===== src/rtl/drain_row_collector_pkg.sv =====
// Shared types for the systolic-array drain stage.
// Element type, pairing mode, row index and lane/width helpers.
package drain_row_collector_pkg;

    localparam int SYS_ARRAY_SIZE = 4;
    localparam int DATA_W = 16;

    typedef logic [DATA_W-1:0] data_t;

    typedef enum logic {
        DRAIN_SINGLE = 1'b0,
        DRAIN_PAIRED = 1'b1
    } drain_mode_e;

    localparam int IDX_W = (SYS_ARRAY_SIZE > 1) ? $clog2(SYS_ARRAY_SIZE) : 1;

    typedef logic [IDX_W-1:0] row_idx_t;

    function automatic int lane_count(input int n, input int paired);
        return (paired != 0) ? (n + 1) / 2 : n;
    endfunction

    function automatic int idx_width(input int n);
        return (n > 1) ? $clog2(n) : 1;
    endfunction

endpackage


===== src/rtl/drain_row_collector_if.sv =====
// Lane drain inputs, array back-pressure and the row output handshake.
// master = array/memory side, slave = the collector.
interface drain_row_collector_if
    import drain_row_collector_pkg::*;
#(
    parameter int N      = SYS_ARRAY_SIZE,
    parameter int PAIRED = 1
);

    localparam int L  = lane_count(N, PAIRED);
    localparam int IW = idx_width(N);

    logic [L-1:0]  lane_valid;
    data_t [L-1:0] array_data;
    logic          stall;
    logic          row_valid;
    logic          row_ready;
    data_t [N-1:0] row_data;
    logic [IW-1:0] row_idx;
    logic          row_last;
    logic          overflow;

    modport master (
        output lane_valid, array_data, row_ready,
        input  stall, row_valid, row_data, row_idx, row_last, overflow
    );

    modport slave (
        input  lane_valid, array_data, row_ready,
        output stall, row_valid, row_data, row_idx, row_last, overflow
    );

endinterface


===== src/rtl/drain_row_collector_lane_fifo.sv =====
// Per-lane deskew FIFO; a push on a full FIFO is taken only
// when the same cycle also pops.
module drain_row_collector_lane_fifo
    import drain_row_collector_pkg::*;
#(
    parameter int DEPTH = 4
) (
    input  logic                       clk,
    input  logic                       rst_n,
    input  logic                       clear,
    input  logic                       push,
    input  logic                       pop,
    input  data_t                      din,
    output data_t                      dout,
    output logic                       empty,
    output logic                       full,
    output logic [$clog2(DEPTH+1)-1:0] count
);

    localparam int AW = (DEPTH > 1) ? $clog2(DEPTH) : 1;
    localparam int CW = $clog2(DEPTH + 1);

    data_t         mem [DEPTH];
    logic [AW-1:0] wptr;
    logic [AW-1:0] rptr;
    logic [CW-1:0] cnt;
    logic          do_push;
    logic          do_pop;

    assign empty   = (cnt == '0);
    assign full    = (cnt == CW'(DEPTH));
    assign count   = cnt;
    assign dout    = mem[rptr];
    assign do_pop  = pop && !empty;
    assign do_push = push && (!full || do_pop);

    always_ff @(posedge clk or negedge rst_n) begin
        if (!rst_n) begin
            wptr <= '0;
            rptr <= '0;
            cnt  <= '0;
        end else if (clear) begin
            wptr <= '0;
            rptr <= '0;
            cnt  <= '0;
        end else begin
            if (do_push) wptr <= wptr + AW'(1);
            if (do_pop)  rptr <= rptr + AW'(1);
            cnt <= cnt + CW'(do_push) - CW'(do_pop);
        end
    end

    always_ff @(posedge clk) begin
        if (do_push) mem[wptr] <= din;
    end

endmodule


===== src/rtl/drain_row_collector.sv =====
// Drain stage: deskews per-lane array results and emits full
// matrix rows on a valid/ready port with stall back-pressure.
module drain_row_collector
    import drain_row_collector_pkg::*;
#(
    parameter int N            = SYS_ARRAY_SIZE,
    parameter int PAIRED       = 1,
    parameter int DEPTH        = 4,
    parameter int STALL_MARGIN = 2
) (
    input  logic                 clk,
    input  logic                 rst_n,
    input  logic                 clear,
    drain_row_collector_if.slave bus
);

    localparam int L  = lane_count(N, PAIRED);
    localparam int IW = idx_width(N);
    localparam int CW = $clog2(DEPTH + 1);
    localparam drain_mode_e MODE = (PAIRED != 0) ? DRAIN_PAIRED : DRAIN_SINGLE;
    localparam logic [CW-1:0] STALL_LVL = CW'(DEPTH - STALL_MARGIN);

    data_t [L-1:0] lane_dout;
    logic [L-1:0]  lane_empty;
    logic [L-1:0]  lane_full;
    logic [CW-1:0] lane_cnt [L];
    logic [L-1:0]  lane_hi;
    logic [L-1:0]  lane_drop;

    logic          all_ready;
    logic          out_free;
    logic          row_fire;
    logic          beat_pop;
    logic          load_out;
    data_t [N-1:0] row_asm;

    logic          row_valid_q;
    data_t [N-1:0] row_q;
    logic [IW-1:0] idx_q;
    logic          stall_q;
    logic          ovf_q;

    for (genvar z = 0; z < L; z++) begin : g_lane
        logic          push_ok;
        logic [CW-1:0] cnt_nxt;

        drain_row_collector_lane_fifo #(.DEPTH(DEPTH)) u_fifo (
            .clk   (clk),
            .rst_n (rst_n),
            .clear (clear),
            .push  (bus.lane_valid[z]),
            .pop   (beat_pop),
            .din   (bus.array_data[z]),
            .dout  (lane_dout[z]),
            .empty (lane_empty[z]),
            .full  (lane_full[z]),
            .count (lane_cnt[z])
        );

        assign push_ok      = bus.lane_valid[z] && (!lane_full[z] || beat_pop);
        assign cnt_nxt      = lane_cnt[z] + CW'(push_ok) - CW'(beat_pop);
        assign lane_hi[z]   = (cnt_nxt >= STALL_LVL);
        assign lane_drop[z] = bus.lane_valid[z] && lane_full[z] && !beat_pop;
    end

    assign all_ready = ~|lane_empty;
    assign out_free  = !row_valid_q || bus.row_ready;
    assign row_fire  = row_valid_q && bus.row_ready;

    if (MODE == DRAIN_PAIRED) begin : g_paired
        logic          half_full;
        data_t [L-1:0] half_q;

        // The even-column beat only needs the half register.
        assign beat_pop = all_ready && (!half_full || out_free);
        assign load_out = beat_pop && half_full;

        always_ff @(posedge clk or negedge rst_n) begin
            if (!rst_n) begin
                half_full <= 1'b0;
                half_q    <= '0;
            end else if (clear) begin
                half_full <= 1'b0;
                half_q    <= '0;
            end else if (beat_pop) begin
                half_full <= !half_full;
                if (!half_full) half_q <= lane_dout;
            end
        end

        for (genvar c = 0; c < N; c++) begin : g_col
            if (c % 2 == 0) begin : g_even
                assign row_asm[c] = half_q[c/2];
            end else begin : g_odd
                assign row_asm[c] = lane_dout[c/2];
            end
        end
    end else begin : g_single
        assign beat_pop = all_ready && out_free;
        assign load_out = beat_pop;
        assign row_asm  = lane_dout;
    end

    always_ff @(posedge clk or negedge rst_n) begin
        if (!rst_n) begin
            row_valid_q <= 1'b0;
            row_q       <= '0;
            idx_q       <= '0;
            stall_q     <= 1'b0;
            ovf_q       <= 1'b0;
        end else if (clear) begin
            row_valid_q <= 1'b0;
            row_q       <= '0;
            idx_q       <= '0;
            stall_q     <= 1'b0;
            ovf_q       <= 1'b0;
        end else begin
            if (load_out) begin
                row_valid_q <= 1'b1;
                row_q       <= row_asm;
            end else if (row_fire) begin
                row_valid_q <= 1'b0;
            end
            if (row_fire) begin
                idx_q <= (idx_q == IW'(N - 1)) ? '0 : idx_q + IW'(1);
            end
            stall_q <= |lane_hi;
            if (|lane_drop) ovf_q <= 1'b1;
        end
    end

    assign bus.row_valid = row_valid_q;
    assign bus.row_data  = row_q;
    assign bus.row_idx   = idx_q;
    assign bus.row_last  = row_valid_q && (idx_q == IW'(N - 1));
    assign bus.stall     = stall_q;
    assign bus.overflow  = ovf_q;

endmodule


===== src/flat_wrapper.sv =====
// flat-port wrapper written by rule: the top's interface ports become plain ports
module drain_row_collector_flat import drain_row_collector_pkg::*;
#(
    parameter int N            = SYS_ARRAY_SIZE,
    parameter int PAIRED       = 1,
    parameter int DEPTH        = 4,
    parameter int STALL_MARGIN = 2
)
  (clk, rst_n, clear, bus_lane_valid, bus_array_data, bus_row_ready, bus_stall, bus_row_valid, bus_row_data, bus_row_idx, bus_row_last, bus_overflow);
  drain_row_collector_if #(.N(N), .PAIRED(PAIRED)) bus_i ();
  input  logic clk;
  input  logic rst_n;
  input  logic clear;
  input wire logic [$bits(bus_i.lane_valid)-1:0] bus_lane_valid;
  input wire logic [$bits(bus_i.array_data)-1:0] bus_array_data;
  input wire logic [$bits(bus_i.row_ready)-1:0] bus_row_ready;
  output wire logic [$bits(bus_i.stall)-1:0] bus_stall;
  output wire logic [$bits(bus_i.row_valid)-1:0] bus_row_valid;
  output wire logic [$bits(bus_i.row_data)-1:0] bus_row_data;
  output wire logic [$bits(bus_i.row_idx)-1:0] bus_row_idx;
  output wire logic [$bits(bus_i.row_last)-1:0] bus_row_last;
  output wire logic [$bits(bus_i.overflow)-1:0] bus_overflow;
  assign bus_i.lane_valid = bus_lane_valid;
  assign bus_i.array_data = bus_array_data;
  assign bus_i.row_ready = bus_row_ready;
  assign bus_stall = bus_i.stall;
  assign bus_row_valid = bus_i.row_valid;
  assign bus_row_data = bus_i.row_data;
  assign bus_row_idx = bus_i.row_idx;
  assign bus_row_last = bus_i.row_last;
  assign bus_overflow = bus_i.overflow;
  drain_row_collector #(.N(N), .PAIRED(PAIRED), .DEPTH(DEPTH), .STALL_MARGIN(STALL_MARGIN)) u_core (.clk(clk), .rst_n(rst_n), .clear(clear), .bus(bus_i));
endmodule

===== config.mk =====
export PLATFORM = sky130hd
export DESIGN_NAME = drain_row_collector_flat
export DESIGN_NICKNAME = d
export VERILOG_FILES = /design/src/rtl/drain_row_collector_pkg.sv /design/src/rtl/drain_row_collector_if.sv /design/src/rtl/drain_row_collector_lane_fifo.sv /design/src/rtl/drain_row_collector.sv /design/src/flat_wrapper.sv
export SDC_FILE = /design/constraint.sdc
export NUM_CORES = 1
export LEC_CHECK = 0
export BUFFER_PORTS_ARGS = -buffer_cell sky130_fd_sc_hd__buf_2
export CAP_MARGIN = 20
export CORE_ASPECT_RATIO = 1.1
export CORE_MARGIN = 2
export CORE_UTILIZATION = 65
export CTS_BUF_LIST = sky130_fd_sc_hd__clkbuf_2 sky130_fd_sc_hd__clkbuf_4 sky130_fd_sc_hd__clkbuf_8
export DETAILED_ROUTE_END_ITERATION = 7
export PLACE_DENSITY_LB_ADDON = 0.2
export SLEW_MARGIN = 20
export SYNTH_ARGS = -nofsm -noshare
export SYNTH_HDL_FRONTEND = slang
export SYNTH_SLANG_ARGS = --single-unit

===== constraint.sdc =====
create_clock -name clk -period 5.7 [get_ports clk]
set_input_delay 0.57 -clock clk [delete_from_list [all_inputs] [get_ports clk]]
set_output_delay 0.57 -clock clk [all_outputs]
set_load 0.01 [all_outputs]

==> metrics.txt <==
Synth Flop Type=edfxtp_1; mux cell area share after synthesis=8.20%; FF+latch area=0.00675 mm^2; Synth Area in Compound Gates=10.2%; Die X=118 um; share of layout cells above drive strength 1=33.6%; grt total ovfl=0; required time of the critical path=6.05 ns; final wirelength=17100 um; drt via density=5.93; Residual DRC=0; CTS H-tree depth=2; Synth Area in XOR/XNOR=1.13%; Reg2Reg Launch Point=u_core.g_lane[0].u_fifo.count[1]; HP Class=input port to async pin; cell area after layout=0.0107 mm^2; Yosys warning count=0; Iter 0 DRT Violations=495; clock buffer depth=3; vias=5003; cts hold-fix bufs=0; R2R cell count=7; Area growth, synth to finish=15.0%; EDFF count, synth=128; Clk Latency, worst-skew pair=0.50 ns; Hold WS=0.136 ns; area of the multi-input gates=0.00232 mm^2; Setup CP Type=flop to flop; Yosys reg bits=244; Critical path origin=u_core.g_lane[0].u_fifo.count[1]; wire per inst=20.2 um; vias in the first global route=5127; Worst R2R Setup Slack=2.88 ns; main combinational cell family by area after synthesis=compound AO/OA/AOI/OAI gates; # setup viols final=0; Post CTS Setup Buffer Count=0; mapped cell area=0.00930 mm^2; max_slew headroom=44.1%; startpoint types=flop; nets@finish=682; initial antenna violation count=1; worst-path fanout max=11; CP endpoint kind=flop; Synth Instances=510; Period Utilization, post-route=49.4%; row cnt=45; Pleak=4.57 nW; final hold vios=0; post-synthesis sequential area ratio=72.5%; Reg2Reg Capture Point=u_core.bus.stall; first-pass GRT wire length=27100 um; TritonCTS Buffers=38; filler cell count=793; area share of the largest cell type after synthesis=41.3%; number of max-cap violations=0; area leader, netlist=edfxtp_1; total track usage=22.9%; Post-CTS Resized=0; Clock Tree Root=clkbuf_8; ys async rst share=47.5%; RSZ-0062 raised after global routing=false; Port Buffer Count=107; syn_area_per_cell=18.2 um^2; die area=0.0153 mm^2; clock transition at the registers of the reported paths=0.06 ns; worst clock skew=0.0133 ns; Max Slew Vio Count=0; Placement Cell Area=0.00992 mm^2; Post-Synth Simple-Gate Area=2.99%; drt pass-1 iters=5; largest cells by area after synthesis=edfxtp_1 41%, dfrtp_1 31%, a22o_1 9.0%, mux4_2 7.7%, ha_1 1.5%; slowest cell on the critical path=or2_2; CTS tree=done; Final Wtd Congestion=0.824; DP HPWL=11100 um; CORE AREA=0.0139 mm^2; slowest stage delay, CP=0.50 ns; Sink Count=244; largest net degree at the start of global routing=65; outcome=completed; synthesized net count=563; Die Y=129 um; PwrDens=418 mW/mm^2; CP Cell Sequence=or3_1, nand3_1, or2_2, a21bo_2, fa_1, xnor2_1, a41oi_1; Routed Antenna Nets=0; arrival time worst endpoint=3.16 ns; Tmin final=2.82 ns; Initial Util=66.9%; Netlist cell types=38; worst slew pin tran=0.839 ns; Post-Synth Adder-Cell Area=2.34%; Top Ports=108; Setup TNS Final=0 ns; Worst VDD drop=268 uV; Peak Freq=355 MHz
## synth_stat cells (all sizes together), types with 2 or more instances
master,number
nor3,3
or2,2
nand4,2
clkbuf,6
ha,11
xor2,7
buf,27
a22o,96
mux4,32
edfxtp,128
nand2,6
nor2b,3
and2,9
nand3,3
a21oi,3
dfrtp,116
fa,4
or3,2
xnor2,5
inv,9
nor2,16
a41oi,3
mux2,2
nor3b,2
nand2b,4
a31oi,2
mux2i,2
## worst max-delay path, delay by kind of cell (launching register included)
kind	cells	cell delay (ns)
AND/OR/NAND/NOR	3	1.25
flip-flops	1	0.49
adder cells (fa/ha/maj)	1	0.39
AO/OA/AOI/OAI	2	0.36
XOR/XNOR	1	0.18
## logic make-up (layout without fill, tap and decap cells)
group / after synthesis / count (layout)
DFF: 244 / 244
xor gates and xnor gates: 12 / 12
muxes: 36 / 36
adders and majority gates: 15 / 15
and+or+nand+nor: 53 / 53
buffers and inverters: 42 / 186
other: 0 / 2
AOI/OAI and AO/OA: 108 / 108
## layout make-up
type | instances | share of cell area (%)
well taps | 188 | 2.20
inverters | 9 | 0.316
clock buffers | 60 | 6.96
diodes | 2 | 0.0468
clock inverters | 5 | 0.257
flip-flops and latches | 244 | 63.1
repair buffers | 112 | 5.38
multi-input cells | 224 | 21.7
## layout by cell type, fill, tap and decap left out, types with 6 or more instances in the layout
cell      synthesis  routed
edfxtp_1        128     128
inv_1             9       9
xor2_1            7       7
nand2_1           6       6
mux4_2           32      32
buf_2            14     106
dfrtp_1         116     114
buf_4             4       6
clkbuf_8          0      47
and2_1            9       9
a22o_1           96      96
nor2_1           16      16
clkbuf_4          0      13
ha_1             11      11
## metal layers
layer	part of all wire, %	global-route usage, %
met5	0	0
met4	1.3	6.95
met3	6.2	4.75
met2	51	35.9
met1	42	33.6
## power breakdown
group	switching [W]	total, W	leakage, nW	internal (W)
Combinational	0.000413	0.000750	1.39	0.000337
Sequential	0.000172	0.00227	2.77	0.00210
Clock	0.000620	0.00145	0.414	0.000826
Total	0.00121	0.00447	4.57	0.00326
## per-stage QoR
step / power [W] / worst slack, ns / util [%] / instances
floorplan: 0.00282 / 3.33 / - / 510
global placement: 0.00300 / 2.87 / 71.3 / 777
detailed placement: 0.00306 / 2.73 / 71.3 / 777
CTS: 0.00450 / 2.91 / 76.9 / 842
global route: 0.00467 / 2.72 / 76.9 / 843
finish: 0.00447 / 2.88 / 76.9 / 844
## flip-flops by register name, summed over array words and instances, names as in the netlist
register and count:
u_core.g_paired.half_full 1, u_core.g_paired.half_q 32, u_core.bus.row_data 64, u_core.bus.overflow 1, u_core.g_lane.u_fifo.mem 128, u_core.g_lane.u_fifo.count 6
u_core.bus.stall 1, u_core.g_lane.u_fifo.wptr 4, u_core.bus.row_valid 1, u_core.g_lane.u_fifo.rptr 4, u_core.bus.row_idx 2
## worst max path at each step
stage / end / slack (ns) / cells past startpoint
final: u_core.bus.stall / 2.88 / 7
after global routing: u_core.g_lane[1].u_fifo.count[2] / 2.72 / 8
after CTS: u_core.bus.stall / 2.91 / 7
after detailed placement: u_core.bus.stall / 2.73 / 8
after global placement: u_core.bus.stall / 2.87 / 8
after floorplan: u_core.bus.stall / 3.33 / 8
Power figures use the tool's default switching activity.
